[config.mk]
export PLATFORM = sky130hd
export DESIGN_NAME = rr_mux_arbiter4_flat
export DESIGN_NICKNAME = d
export VERILOG_FILES = /design/src/rtl/rr_mux_arbiter4_if.sv /design/src/rtl/rr_mux_arbiter4.sv /design/src/flat_wrapper.sv
export SDC_FILE = /design/constraint.sdc
export NUM_CORES = 1
export LEC_CHECK = 0
export ABC_AREA = 1
export ABC_CLOCK_PERIOD_IN_PS = 1900
export BUFFER_PORTS_ARGS = -buffer_cell sky130_fd_sc_hd__buf_4
export CORE_ASPECT_RATIO = 0.9
export CORE_MARGIN = 3
export CORE_UTILIZATION = 57
export CTS_BUF_LIST = sky130_fd_sc_hd__clkbuf_8
export DETAILED_ROUTE_END_ITERATION = 10
export GPL_ROUTABILITY_DRIVEN = 0
export PLACE_DENSITY = 0.9
export SYNTH_ARGS = -nofsm -noshare
export SYNTH_HDL_FRONTEND = slang
export SYNTH_SLANG_ARGS = --single-unit
[constraint.sdc]
create_clock -name clk -period 1.9 [get_ports clk]
set_input_delay 0 -clock clk [delete_from_list [all_inputs] [get_ports clk]]
set_output_delay 0 -clock clk [all_outputs]
set_load 0.01 [all_outputs]
[src/rtl/rr_mux_arbiter4_if.sv]
// Request/grant bus shared by rr_mux_arbiter4 and its four requesters.
// grant_cnt is present only when GRANT_COUNT_EN is defined.
interface rr_mux_arbiter4_if #(
  parameter int MAX_HOLD = 4,
  parameter int CNT_W    = 8
);
  localparam int HW = $clog2(MAX_HOLD + 1);

  logic [3:0]    req;
  logic [3:0]    grant;
  logic [1:0]    sel;
  logic          valid;
  logic [HW-1:0] hold_cnt;
`ifdef GRANT_COUNT_EN
  logic [4*CNT_W-1:0] grant_cnt;

  modport master (input req, output grant, sel, valid, hold_cnt, grant_cnt);
  modport slave  (output req, input grant, sel, valid, hold_cnt, grant_cnt);
`else
  modport master (input req, output grant, sel, valid, hold_cnt);
  modport slave  (output req, input grant, sel, valid, hold_cnt);
`endif
endinterface

[src/rtl/rr_mux_arbiter4.sv]
// Round-robin arbiter for a shared 4-way mux, with bounded hold per grant.
// Optional per-requester grant counters are enabled by defining GRANT_COUNT_EN.
module rr_mux_arbiter4 #(
  parameter int MAX_HOLD = 4,
  parameter int CNT_W    = 8
) (
  input  logic               clk,
  input  logic               reset,
  rr_mux_arbiter4_if.master  bus
);
  localparam int HW = $clog2(MAX_HOLD + 1);

  typedef enum logic {IDLE, GRANT} state_t;

  state_t        state;
  logic [1:0]    last;
  logic [3:0]    grant_q;
  logic [1:0]    sel_q;
  logic          valid_q;
  logic [HW-1:0] hold_q;

  logic [1:0]    base;
  logic [1:0]    idx;
  logic [1:0]    win;
  logic          win_found;
  logic          release_ev;
  logic          new_grant;

  // In GRANT the owner is the scan base, so it is visited last and only wins alone.
  always_comb begin
    base      = (state == GRANT) ? sel_q : last;
    win_found = 1'b0;
    win       = base;
    idx       = base;
    for (int unsigned k = 1; k <= 4; k++) begin
      idx = base + 2'(k);
      if (!win_found && bus.req[idx]) begin
        win_found = 1'b1;
        win       = idx;
      end
    end
    release_ev = !bus.req[sel_q] || (hold_q == HW'(MAX_HOLD));
    new_grant  = win_found && ((state == IDLE) || release_ev);
  end

  always_ff @(posedge clk or posedge reset) begin
    if (reset) begin
      state   <= IDLE;
      last    <= 2'd3;
      grant_q <= '0;
      sel_q   <= '0;
      valid_q <= 1'b0;
      hold_q  <= '0;
    end else begin
      case (state)
        IDLE: begin
          if (win_found) begin
            state   <= GRANT;
            grant_q <= 4'b0001 << win;
            sel_q   <= win;
            valid_q <= 1'b1;
            hold_q  <= HW'(1);
          end
        end
        GRANT: begin
          if (!release_ev) begin
            hold_q <= hold_q + HW'(1);
          end else begin
            last <= sel_q;
            if (win_found) begin
              grant_q <= 4'b0001 << win;
              sel_q   <= win;
              valid_q <= 1'b1;
              hold_q  <= HW'(1);
            end else begin
              state   <= IDLE;
              grant_q <= '0;
              valid_q <= 1'b0;
              hold_q  <= '0;
            end
          end
        end
        default: begin
          state   <= IDLE;
          grant_q <= '0;
          valid_q <= 1'b0;
          hold_q  <= '0;
        end
      endcase
    end
  end

  assign bus.grant    = grant_q;
  assign bus.sel      = sel_q;
  assign bus.valid    = valid_q;
  assign bus.hold_cnt = hold_q;

`ifdef GRANT_COUNT_EN
  logic [CNT_W-1:0]   cnt_q [4];
  logic [4*CNT_W-1:0] cnt_flat;

  always_ff @(posedge clk or posedge reset) begin
    if (reset) begin
      for (int unsigned i = 0; i < 4; i++) cnt_q[i] <= '0;
    end else if (new_grant && (cnt_q[win] != '1)) begin
      cnt_q[win] <= cnt_q[win] + CNT_W'(1);
    end
  end

  always_comb begin
    cnt_flat = '0;
    for (int unsigned i = 0; i < 4; i++) cnt_flat[i*CNT_W +: CNT_W] = cnt_q[i];
  end

  assign bus.grant_cnt = cnt_flat;
`endif

  a_onehot: assert property (@(posedge clk) disable iff (reset) $onehot0(grant_q));
  a_valid:  assert property (@(posedge clk) disable iff (reset) valid_q == (|grant_q));
  a_sel:    assert property (@(posedge clk) disable iff (reset) valid_q |-> grant_q[sel_q]);
endmodule

[src/flat_wrapper.sv]
// flat-port wrapper written by rule: the top's interface ports become plain ports
module rr_mux_arbiter4_flat 
#(
  parameter int MAX_HOLD = 4,
  parameter int CNT_W    = 8
)
  (clk, reset, bus_req, bus_grant, bus_sel, bus_valid, bus_hold_cnt);
  rr_mux_arbiter4_if #(.MAX_HOLD(MAX_HOLD), .CNT_W(CNT_W)) bus_i ();
  input  logic clk;
  input  logic reset;
  input wire logic [$bits(bus_i.req)-1:0] bus_req;
  output wire logic [$bits(bus_i.grant)-1:0] bus_grant;
  output wire logic [$bits(bus_i.sel)-1:0] bus_sel;
  output wire logic [$bits(bus_i.valid)-1:0] bus_valid;
  output wire logic [$bits(bus_i.hold_cnt)-1:0] bus_hold_cnt;
  assign bus_i.req = bus_req;
  assign bus_grant = bus_i.grant;
  assign bus_sel = bus_i.sel;
  assign bus_valid = bus_i.valid;
  assign bus_hold_cnt = bus_i.hold_cnt;
  rr_mux_arbiter4 #(.MAX_HOLD(MAX_HOLD), .CNT_W(CNT_W)) u_core (.clk(clk), .reset(reset), .bus(bus_i));
endmodule
==> run summary <==
run status = completed
drt pass-1 iters = 4
Initial Util = 0.6408
most frequent cells after synthesis = nand2_1, inv_1, nand3_1
final hold violations = 0
Worst EP arrival = 1.96 ns
Worst Reg2Reg Path Length in Cells = 14
CTS Buffer Depth = 2
fin crit period = 1.786 ns
predominant post-synthesis flop cell = dfrtp_1
hold path depth = 5
Routed WL = 2470 um
slowest stage delay, CP = 0.56 ns
cell taking the most area after synthesis = dfrtp_1
final std cells w/o fill = 192
Iteration-0 DRC Markers = 50
row cnt = 13
initial antenna violation count = 0
number of synthesized flops with an enable pin = 0
FMAX = 0.5600 GHz
WL/cell = 12.86 um
cells after synthesis = 148
Tot GR Track Use = 0.2354
worst reg2reg setup slack = 0.11 ns
Max FO, Critical Path = 6
Layout Nets = 179
post-synthesis sequential area ratio = 0.3346
post-route cell area = 0.001212 sq mm
CTS root buf = clkbuf_8
first-pass GRT wire length = 4008 um
vias in the first global route = 942
syn_nets = 156
Yosys warning count = 0
critical path class = flop to flop
routed vias/inst = 5.349
most frequent cell after synthesis = nand2_1
Slew @ Worst Pin = 0.4845 ns
Cell Chain, Critical Path = inv_1, nand2_2, nand2_2, nand2_1, nand2_1, nand2_2, nand2_4, nand3_1, nand2_1, nand2_2, inv_2, nor2_2, nand2_1, nand2_1
core box area = 0.001529 sq mm
WP data required = 2.08 ns
worst hold path class = input pin to flop
DP Cell Count = 185
H-tree levels = 1
final setup fails = 0
R2R Path End = u_core.bus.grant[3]
DRC = 0
die width = 49.70 um
CP Launch Type = flop
slowest CP cell = dfstp_2
PortBufs = 15
DP HPWL = 1710 um
Netlist cell types = 19
# clock sinks = 13
Fill cells = 108
DRT antenna net count = 0
top post-synthesis cells by area = dfrtp_1, nand2_1, nand3_1
Slew HR = 0.6767
Finished Core Util = 0.7930
hold wc startpoint = bus_req[1]
area of the multi-input gates = 595.6 sq um
worst r2r src = u_core.last[0]
number of synthesized register bits = 13
Die H = 45.33 um
cell mode on critical path = nand2_1
top-area cell type share of the netlist area = 0.2810
WHS = 0.3209 ns
post-route clock skew = 0.005009 ns
placed instance area = 0.001120 sq mm
Storage cell area = 330.3 sq um
ANT cells = 0
GRT overflow = 0
largest net degree at the start of global routing = 14
Clock transition at path regs = 0.06 ns
TritonCTS buffer count = 3
ratio of cells with drive above 1 in the final layout = 0.2824
Max-cap violations = 0
Synth Cell Area = 979.7 sq um
synthesized area per cell = 6.620 sq um
max-slew violations = 0
Post-synth ARST share = 1.000
CTS tree = done
Vias = 1027
Final period util = 0.9399
area grow syn2layout = 23.75%
clock insertion delay at the later pin of the skew report = 0.24 ns
I/O pin total = 16
Worst Hold End = u_core.state
start point of the critical path = u_core.last[0]
Worst setup EP type = flop
total die area = 0.002253 sq mm
cells in the final DEF (no fill, tap or decap), drive strengths merged:
| cell | synthesis | layout |
|---|---|---|
| ha | 2 | 2 |
| nand4 | 3 | 3 |
| nand2 | 77 | 77 |
| inv | 18 | 18 |
| xnor2 | 1 | 1 |
| dlygate4sd3 | 0 | 1 |
| dfstp | 2 | 2 |
| clkbuf | 0 | 3 |
| nand3 | 15 | 15 |
| clkinv | 1 | 2 |
| o221ai | 1 | 1 |
| nor2 | 6 | 6 |
| o21ai | 9 | 9 |
| buf | 0 | 17 |
| dfrtp | 11 | 11 |
| a21oi | 2 | 2 |
layer usage:
layer | part of all wire | global-route usage
met1 | 0.44 | 0.2917
met2 | 0.47 | 0.4011
met3 | 0.076 | 0.05941
met4 | 0.015 | 0.08840
met5 | 0 | 0
what timing repair did:
| action | 4_1_cts | 5_1_grt |
|---|---|---|
| setup buffers | 0 | 2 |
| hold buffers | 1 | 0 |
| endpoints found under the setup margin | 0 | 8 |
| hold endpoints to repair | 11 | 0 |
| gates resized for setup | 0 | 9 |
registers in the layout, summed over array words and instances (netlist names):
register	count
u_core.bus.grant	4
u_core.last	2
u_core.state	1
u_core.bus.sel	2
u_core.bus.hold_cnt	3
u_core.bus.valid	1
layout make-up:
class                      count  area share
multi-input combinational    116      0.4912
clock inverter                 1    0.003096
sequential                    13      0.2724
timing repair buffer          18      0.1135
inverter                      19     0.06295
tap                           22     0.02270
clock buffer                   3     0.03406
how the worst max path moves through the flow:
| stage | to | slack, ns | depth (start not counted) |
|---|---|---|---|
| 6_report | u_core.bus.grant[3] | 0.11 | 14 |
| 3_5_place_dp | u_core.bus.grant[2] | 0.07 | 13 |
| 4_1_cts | u_core.bus.grant[2] | 0.04 | 13 |
| 2_1_floorplan | u_core.bus.grant[1] | 0.30 | 14 |
| 3_3_place_gp | u_core.bus.grant[2] | 0.12 | 13 |
| 5_1_grt | u_core.bus.grant[0] | -0.06 | 14 |
per-stage QoR:
step           setup TNS (ns)  worst slack, ns
3_3_place_gp                0           0.1154
2_1_floorplan               0           0.3024
5_1_grt               -0.2381         -0.06091
6_report                    0           0.1142
3_5_place_dp                0          0.06682
4_1_cts                     0          0.04002
kinds of logic (layout without fill, tap and decap cells):
family,after synthesis,after routing,synth area share
fa+ha+maj,2,2,0.02554
xor+xnor,1,1,0.008942
compound gates,12,12,0.06513
flops,13,13,0.3346
buf+inv,19,41,0.07279
simple gates,101,101,0.4930
worst max-delay path: cells and delay by family (launching register included):
kind                   cells  cell delay, ns
AND/OR/NAND/NOR           12            1.05
flip-flops                 1            0.56
buffers and inverters      2            0.12
Power is left out: the tool's default activity adds up to more than one toggle a clock period on the data nets, which glitch-free logic cannot reach.
